<file path="src/rtl/ifm_rd_resp.sv">
// ifm_rd_resp: read responder for the input-feature-map buffer.
// Accepts DMA read addresses, issues fixed-latency SRAM reads, and returns the
// data through a small first-word-fall-through FIFO. Address acceptance is
// credit-limited so every read issued is guaranteed a FIFO slot on return.
module ifm_rd_resp #(
    parameter int DW = 64,
    parameter int AW = 14,
    parameter int RL = 1,
    parameter int FD = 4
) (
    input  logic          clk,
    input  logic          rst,
    input  logic [AW-1:0] m_addr,
    input  logic          m_addr_first,
    input  logic          m_addr_last,
    input  logic          m_addr_valid,
    output logic          m_addr_ready,
    output logic          mem_ren,
    output logic [AW-1:0] mem_raddr,
    input  logic [DW-1:0] mem_rdata,
    output logic [DW-1:0] s_data,
    output logic          s_data_first,
    output logic          s_data_last,
    output logic          s_data_valid,
    input  logic          s_data_ready,
    output logic          busy,
    output logic          err_proto
);

    localparam int PW = $clog2(FD);
    localparam int CW = PW + 1;
    localparam logic [CW:0] FD_SLOTS = (CW + 1)'(FD);

    typedef enum logic {
        IDLE  = 1'b0,
        BURST = 1'b1
    } state_t;

    state_t          state;
    logic            err_q;
    logic [CW-1:0]   inflight;
    logic [CW-1:0]   fifo_count;
    logic [CW:0]     slots;
    logic            accept;
    logic            push;
    logic            pop;
    logic [AW-1:0]   raddr_q;
    logic [RL:1]     tag_vld_p;
    logic [RL:1]     tag_first_p;
    logic [RL:1]     tag_last_p;
    logic [DW+1:0]   fifo_mem [FD];
    logic [DW+1:0]   head;
    logic [PW-1:0]   rd_ptr;
    logic [PW-1:0]   wr_ptr;

    // Credits are taken from registered counts only, so a pop frees its slot
    // one cycle later and s_data_ready never reaches m_addr_ready.
    assign slots        = {1'b0, fifo_count} + {1'b0, inflight};
    assign m_addr_ready = (slots < FD_SLOTS) && !rst;
    assign accept       = m_addr_valid && m_addr_ready;
    assign push         = tag_vld_p[RL];
    assign pop          = s_data_valid && s_data_ready;

    // The SRAM address passes straight through on an accept and holds otherwise.
    assign mem_ren      = accept;
    assign mem_raddr    = accept ? m_addr : raddr_q;

    assign head         = fifo_mem[rd_ptr];
    assign s_data_valid = (fifo_count != '0);
    assign s_data       = s_data_valid ? head[DW+1:2] : '0;
    assign s_data_first = s_data_valid ? head[1] : 1'b0;
    assign s_data_last  = s_data_valid ? head[0] : 1'b0;

    // The beat being accepted counts as activity so busy rises with the request.
    assign busy         = (state == BURST) || (inflight != '0) ||
                          (fifo_count != '0) || accept;
    assign err_proto    = err_q;

    // Remember the last issued read address.
    always_ff @(posedge clk or posedge rst) begin
        if (rst) begin
            raddr_q <= '0;
        end else if (accept) begin
            raddr_q <= m_addr;
        end
    end

    // Tag valid pipeline: a set bit at stage RL marks mem_rdata as a live return.
    always_ff @(posedge clk or posedge rst) begin
        if (rst) begin
            tag_vld_p <= '0;
        end else begin
            tag_vld_p[1] <= accept;
            for (int k = 2; k <= RL; k++) begin
                tag_vld_p[k] <= tag_vld_p[k-1];
            end
        end
    end

    // First/last tags ride alongside the valid pipeline; qualified by tag_vld_p.
    always_ff @(posedge clk) begin
        tag_first_p[1] <= m_addr_first;
        tag_last_p[1]  <= m_addr_last;
        for (int k = 2; k <= RL; k++) begin
            tag_first_p[k] <= tag_first_p[k-1];
            tag_last_p[k]  <= tag_last_p[k-1];
        end
    end

    // Count reads issued but not yet written into the FIFO.
    always_ff @(posedge clk or posedge rst) begin
        if (rst) begin
            inflight <= '0;
        end else if (accept && !push) begin
            inflight <= inflight + 1'b1;
        end else if (!accept && push) begin
            inflight <= inflight - 1'b1;
        end
    end

    // FIFO storage: returning data and its tags, written at the tail.
    always_ff @(posedge clk) begin
        if (push) begin
            fifo_mem[wr_ptr] <= {mem_rdata, tag_first_p[RL], tag_last_p[RL]};
        end
    end

    // FIFO pointers and occupancy; depth is a power of two so pointers wrap.
    always_ff @(posedge clk or posedge rst) begin
        if (rst) begin
            wr_ptr     <= '0;
            rd_ptr     <= '0;
            fifo_count <= '0;
        end else begin
            if (push) begin
                wr_ptr <= wr_ptr + 1'b1;
            end
            if (pop) begin
                rd_ptr <= rd_ptr + 1'b1;
            end
            if (push && !pop) begin
                fifo_count <= fifo_count + 1'b1;
            end else if (!push && pop) begin
                fifo_count <= fifo_count - 1'b1;
            end
        end
    end

    // Burst framing tracker with a sticky protocol-error flag.
    always_ff @(posedge clk or posedge rst) begin
        if (rst) begin
            state <= IDLE;
            err_q <= 1'b0;
        end else if (accept) begin
            case (state)
                IDLE: begin
                    if (!m_addr_first) begin
                        err_q <= 1'b1;
                    end else if (!m_addr_last) begin
                        state <= BURST;
                    end
                end
                BURST: begin
                    if (m_addr_first) begin
                        err_q <= 1'b1;
                    end
                    if (m_addr_last) begin
                        state <= IDLE;
                    end
                end
                default: state <= IDLE;
            endcase
        end
    end

endmodule
</file>
<file path="config.mk">
export PLATFORM = sky130hd
export DESIGN_NAME = ifm_rd_resp
export DESIGN_NICKNAME = d
export VERILOG_FILES = /design/src/rtl/ifm_rd_resp.sv
export SDC_FILE = /design/constraint.sdc
export NUM_CORES = 1
export LEC_CHECK = 0
export CORE_MARGIN = 2
export CORE_UTILIZATION = 45
export DETAILED_ROUTE_END_ITERATION = 10
export GPL_ROUTABILITY_DRIVEN = 0
export GPL_TIMING_DRIVEN = 0
export PLACE_DENSITY = 0.68
export REMOVE_ABC_BUFFERS = 1
export SETUP_SLACK_MARGIN = 0.15
export SLEW_MARGIN = 10
export SYNTH_ARGS = -nofsm -noshare
export SYNTH_HDL_FRONTEND = slang
export SYNTH_SLANG_ARGS = --single-unit
export TNS_END_PERCENT = 1
</file>
<file path="constraint.sdc">
create_clock -name clk -period 7.6 [get_ports clk]
set_input_delay 1.52 -clock clk [delete_from_list [all_inputs] [get_ports clk]]
set_output_delay 1.52 -clock clk [all_outputs]
set_load 0.02 [all_outputs]
</file>
==> results of run 1 <==
-- metrics by stage --
stage / power (mW) / utilization (%) / hold slack [ps] / area [µm²]
detailed placement: 1.850 / 54.72 / 461.0 / 13390
floorplan: 1.793 / - / 438.3 / 11110
global placement: 1.845 / 53.95 / 448.9 / 13200
global route: 3.238 / 58.38 / 502.1 / 14280
CTS: 3.173 / 58.38 / 479.9 / 14280
finish: 3.135 / 58.38 / 469.9 / 14280
-- power breakdown --
group	internal, mW	switching [mW]	leakage, nW	total (mW)
combinational	0.0380	0.0219	1.48	0.0599
sequential	1.76	0.000544	2.75	1.76
clock	0.758	0.561	0.433	1.32
-- logic make-up (layout without fill, tap and decap cells) --
kind of cell             Yosys count  in the layout  share of synthesized area, %
buffers and inverters             31            235                         1.752
AO/OA/AOI/OAI                      4              4                        0.2328
multiplexers                      82             82                         14.77
XOR/XNOR                          10             10                        0.7763
flip-flops                       293            293                         76.61
adder cells (fa/ha/maj)           10             10                         1.242
AND/OR/NAND/NOR                   82             82                         4.614
-- final cells by class --
cell class	instances	area (µm²)
Sequential cell	293	8651
Clock buffer	46	840.8
Fill cell	1790	10180
Inverter	7	26.28
Multi-Input combinational cell	188	2456
Clock inverter	8	55.05
Timing Repair Buffer	174	1847
Tap cell	324	405.4
-- layer usage --
metal,wire length [µm],vias to the layer above
met2,10180,163
met1,8316,2781
met3,1512,30
li1,-,2408
met5,0,-
met4,396,0
-- state kept, by name, summed over array words and instances (netlist names) --
| signal | cells |
|---|---|
| wr_ptr | 2 |
| raddr_q | 14 |
| rd_ptr | 2 |
| fifo_mem | 264 |
| err_proto | 1 |
| tag_last_p | 1 |
| push | 1 |
| tag_first_p | 1 |
| state | 1 |
| inflight | 3 |
| fifo_count | 3 |
-- path summary, 6_finish.rpt --
check | startpoint | endpoint | slack (ps)
worst max-delay path | rst | busy | 2350
worst min-delay path | err_proto | err_proto | 470
worst max register to register | fifo_count[2] | inflight[2] | 4750
worst min register to register | err_proto | err_proto | 470
max in group asynchronous | rst | rd_ptr[1] | 5280
min in group asynchronous | rst | inflight[2] | 1600
-- worst max-delay path: cells and delay by family --
family / cells / cell delay, ps
buffers and inverters: 3 / 1360
and+or+nand+nor: 3 / 850
-- cell usage in the layout (no fill, tap or decap), types with 3 or more instances in the layout --
cell             synthesis  routed
edfxtp_1               264     264
clkbuf_16                0      30
xnor2_1                  5       5
clkbuf_8                 0       3
clkdlybuf4s50_1          0     168
mux2_2                  14      14
ha_1                     8       8
mux4_2                  66      66
buf_16                   0       6
inv_1                    7       7
clkinv_2                 0       3
and2_1                  71      67
dfrtp_1                 27      25
xor2_1                   5       5
clkbuf_1                 6      13
and2_4                   0       4
==> flow_summary.toml, run 1 <==
[drt]
vias_per_cell = 5.175
route.detailed.drc = 0
routedWlPerCell_um = 19.62
first_iter_violations = 299
routed_wl_um = 20400
drt_pass1_iterations = 4
dr_total_vias = 5382
ant_nets = 0

[outcome]
outcome = "finished clean"

[timing]
rsz0062_at_grt = "no"
max-slew-margin-rel_pct = 34.02
worst_pin_slew_ps = 988.6
slew_violations = 0
fin_skew_ps = 13.00
setup_viol = 0
post-route-min-period_ps = 5251
setup_slack_ps = 2349
max_freq_mhz = 190.4
hold_violations = 0
period_share_pct = 69.09
setup_tns_ps = 0

[logic_synthesis]
avgSynthCellArea_um2 = 22.04
synthCells = 512
synth_top_cell_by_area = "edfxtp_1"
syn-cell-area_mm2 = 0.01128
synth_most_common_cell = "edfxtp_1"
yosysSeqAreaShare_pct = 76.61
async_flop_share_pct = 9.215
ys_top_cells_by_area = "edfxtp_1, mux4_2, dfrtp_1"
synth_common_cells = "edfxtp_1, and2_1, mux4_2, dfrtp_1, mux2_2"
ys.flop_type = "edfxtp_1"
ys_warn_count = 0
synth_edf_count = 264
yosysUniqueCellTypes = 30
synth_seq_cells = 293
synth_top_area_share_pct = 70.27

[die]
core-area_mm2 = 0.02446
io_pins = 169
dieArea_mm2 = 0.02635
die-width_um = 162.3
die_h_um = 162.3
initial_core_util_pct = 46.12
fp-row-count = 57

[clock_tree]
htree_levels = 1
post_cts_buffers = 0
ctsHoldBuffers = 0
clock_path_buffers = 3
cts-resized-gates = 0
cts_tree = "built"
cts-root-buf = "clkbuf_16"
cts_sinks = 293
cts_made_buffers = 30
clk_pin_slew_ps = 60
clock_latency_ps = 550

[worst_setup_path]
crit_arrival_ps = 3730
crit_top_cell = "clkdlybuf4s50_1"
path_cells = "clkdlybuf4s50_1 > nor4_4 > nand3_2 > inv_1 > or3_1 > clkdlybuf4s50_1"
reg2regPathDepth = 10
required_ps = 6080
crit_type = "primary input to output pin"
cp_max_fo = 15
cp-end-kind = "output pin"
critPathMaxStageDelay_ps = 600
start_kind = "primary input"
cpMaxStageDelayCell = "clkdlybuf4s50_1"

[final_layout]
nets = 788
final_layout_size_suffix_gt1_share_pct = 18.72
area_growth_pct = 26.58
final_cells = 1040
diodes = 0

[place]
hpwl_um = 12160
numPortBuffers = 168
placedCellCount = 986
pre_cts_slack_ps = 2338

[grt]
use_met1_pct = 20.93
grt_use_total_pct = 15.98
grt_max_degree = 71
grt_overflow = 0
grt_pass1_wl_um = 32560
grtUsageMet2_pct = 27.47
use_met3_pct = 3.947
antenna_found_initial = 0
top_usage_layer = "met2"
grt_pass1_vias = 5988

[worst_hold_path]
min_path_cells = 1
min_path_type = "flop to flop"

[power_and_ir_drop]
vdd_drop_max_mv = 0.1371
leakage_nw = 4.658
power_density_mw_per_mm2 = 219.5

[run]
cap_violations = 0
(Power assumes the default switching activity.)
==> inputs of run 2 (changes only) <==
clock period = 5.3 ns   (was 7.6 ns; I/O delays follow)
==> results of run 2 <==
The final DEF is identical to that of run 1. Status: finished clean.
Main changes from that run: setup slack after placement 2338 ps -> 957.6 ps; setup slack after layout 2349 ps -> 969.0 ps; register-to-register setup slack 4750 ps -> 2450 ps; total power 3.135 mW -> 4.496 mW; worst IR drop on VDD 0.1371 mV -> 0.1967 mV
==> inputs of run 3 (changes only) <==
PLACE_DENSITY = 0.71   (was 0.68)
clock period = 3.65 ns   (was 5.3 ns; I/O delays follow)
==> flow_summary.toml, run 3 (synthesis results as in run 1) <==
[clock_tree]
cts-root-buf = "clkbuf_16"
clock_path_buffers = 3
cts_sinks = 293
cts_made_buffers = 29
cts_tree = "built"
clock_latency_ps = 530
htree_levels = 1
ctsHoldBuffers = 0
clk_pin_slew_ps = 60

[final_layout]
final_cell_mix = "edfxtp_1, clkdlybuf4s50_1, and2_1, mux4_2, clkbuf_16"
diodes = 0
largest-register = "fifo_mem"
nets = 793
top_regs = "fifo_mem x264, raddr_q x14"
final_layout_size_suffix_gt1_share_pct = 19.69
largest_register_ffs = 264
area_growth_pct = 27.69
layout_commonest_cell = "edfxtp_1"

[drt]
route.detailed.drc = 0
routedWlPerCell_um = 20.29
dr_total_vias = 5439
vias_per_cell = 5.205
routed_wl_um = 21200
drt_pass1_iterations = 4
first_iter_violations = 321
ant_nets = 0

[worst_hold_path]
min_path_type = "flop to flop"
min_path_cells = 1
worstHoldEndpoint = "err_proto"
hold_path_startpoint = "err_proto"

[power_and_ir_drop]
power.total_mw = 6.671
power_density_mw_per_mm2 = 463.1
vdd_drop_max_mv = 0.3674
leakage_nw = 4.730

[die]
fp-row-count = 57
die_h_um = 162.3
initial_core_util_pct = 46.12
io_pins = 169
die-width_um = 162.3
dieArea_mm2 = 0.02635
core-area_mm2 = 0.02446

[timing]
period_share_pct = 94.92
post-route-min-period_ps = 3465
setup_slack_ps = 185.3
hold_violations = 0
rsz0062_at_grt = "yes"
max_freq_mhz = 288.6
slew_violations = 0
worst_pin_slew_ps = 1023
max-slew-margin-rel_pct = 31.70
setup_viol = 0
fin_skew_ps = 10.19

[worst_setup_path]
cp_max_fo = 8
path_depth = 6
rr_startpoint = "fifo_count[2]"
reg2regPathDepth = 11
critPathMaxStageDelay_ps = 550
crit_type = "flop to output pin"
r2r_end = "inflight[2]"
path_buf_inv = 2
path_cells = "ha_1 > nor4_4 > buf_4 > nand3_4 > mux2_1 > clkdlybuf4s50_1"
cp-end-kind = "output pin"
cpMaxStageDelayCell = "clkdlybuf4s50_1"
required_ps = 2920
start_kind = "flop"
timing.critical_path.max_delay_family = "buffers and inverters"
crit_arrival_ps = 2730
reg2reg_setup_slack_ps = 1020

[place]
numPortBuffers = 168
hpwl_um = 12570
pre_cts_slack_ps = -51.87

[outcome]
outcome = "finished clean"

[run]
cap_violations = 0

[grt]
antenna_found_initial = 0
grt_overflow = 0
grt_pass1_vias = 6105
grt_max_degree = 51
grt_pass1_wl_um = 33090
grt_use_total_pct = 16.29
-- run 3: changes by cell type in the layout (fill, tap and decap cells not counted), sizes merged --
cell / delta
buf: +5
bufinv: +4
clkbuf: -13
clkdlybuf4s50: -1
clkinv: +9
clkinvlp: -1
dlymetal6s2s: +1
nand3: +1
-- run 3: worst max-delay path by stage --
stage,start,to,slack [ps]
finish,fifo_count[2],mem_raddr[7],190
global route,fifo_count[2],busy,90
CTS,fifo_count[2],mem_raddr[11],60
detailed placement,rst,busy,-50
global placement,rd_ptr[0],s_data[17],-2390
floorplan,rd_ptr[0],s_data[0],-630
-- run 3: power by group --
group | switching (mW) | internal (mW) | total, mW
Combinational | 0.0468 | 0.0792 | 0.126
Sequential | 0.00101 | 3.66 | 3.66
Clock | 1.16 | 1.72 | 2.89
Total | 1.21 | 5.46 | 6.67
-- run 3: layout make-up --
cell class	count	area [µm²]
Fill cell	1781	10060
Multi-Input combinational cell	189	2486
Clock buffer	33	740.7
Sequential cell	293	8651
Tap cell	324	405.4
Clock inverter	20	187.7
Inverter	7	26.28
Timing Repair Buffer	179	1909
-- run 3: per-layer routing --
metal  track usage (%)  part of all wire [%]  up-vias
met2             27.95                    50      164
met5                 0                     0        -
li1                  -                     -     2433
met1             21.72                    43     2817
met4             3.419                   1.4        0
met3             3.565                   6.2       25
-- run 3: timing repair --
action | CTS | global route
cloned | 1 | 0
pin swaps | 2 | 2
endpoints found under the setup margin | 82 | 17
resized for setup | 3 | 3
setup buffers | 3 | 1
hold endpoints to repair | 0 | 0
-- run 3: through the flow --
stage	cells	hold WS [ps]	cell area, µm²	util (%)	setup TNS (ps)
2_1_floorplan	488	438.3	11110	-	-41580
3_3_place_gp	980	446.1	13200	53.95	-213130
3_5_place_dp	987	459.3	13390	54.72	-76.80
4_1_cts	1044	474.2	14380	58.80	0
5_1_grt	1045	491.2	14410	58.89	0
6_report	1045	471.1	14410	58.89	0
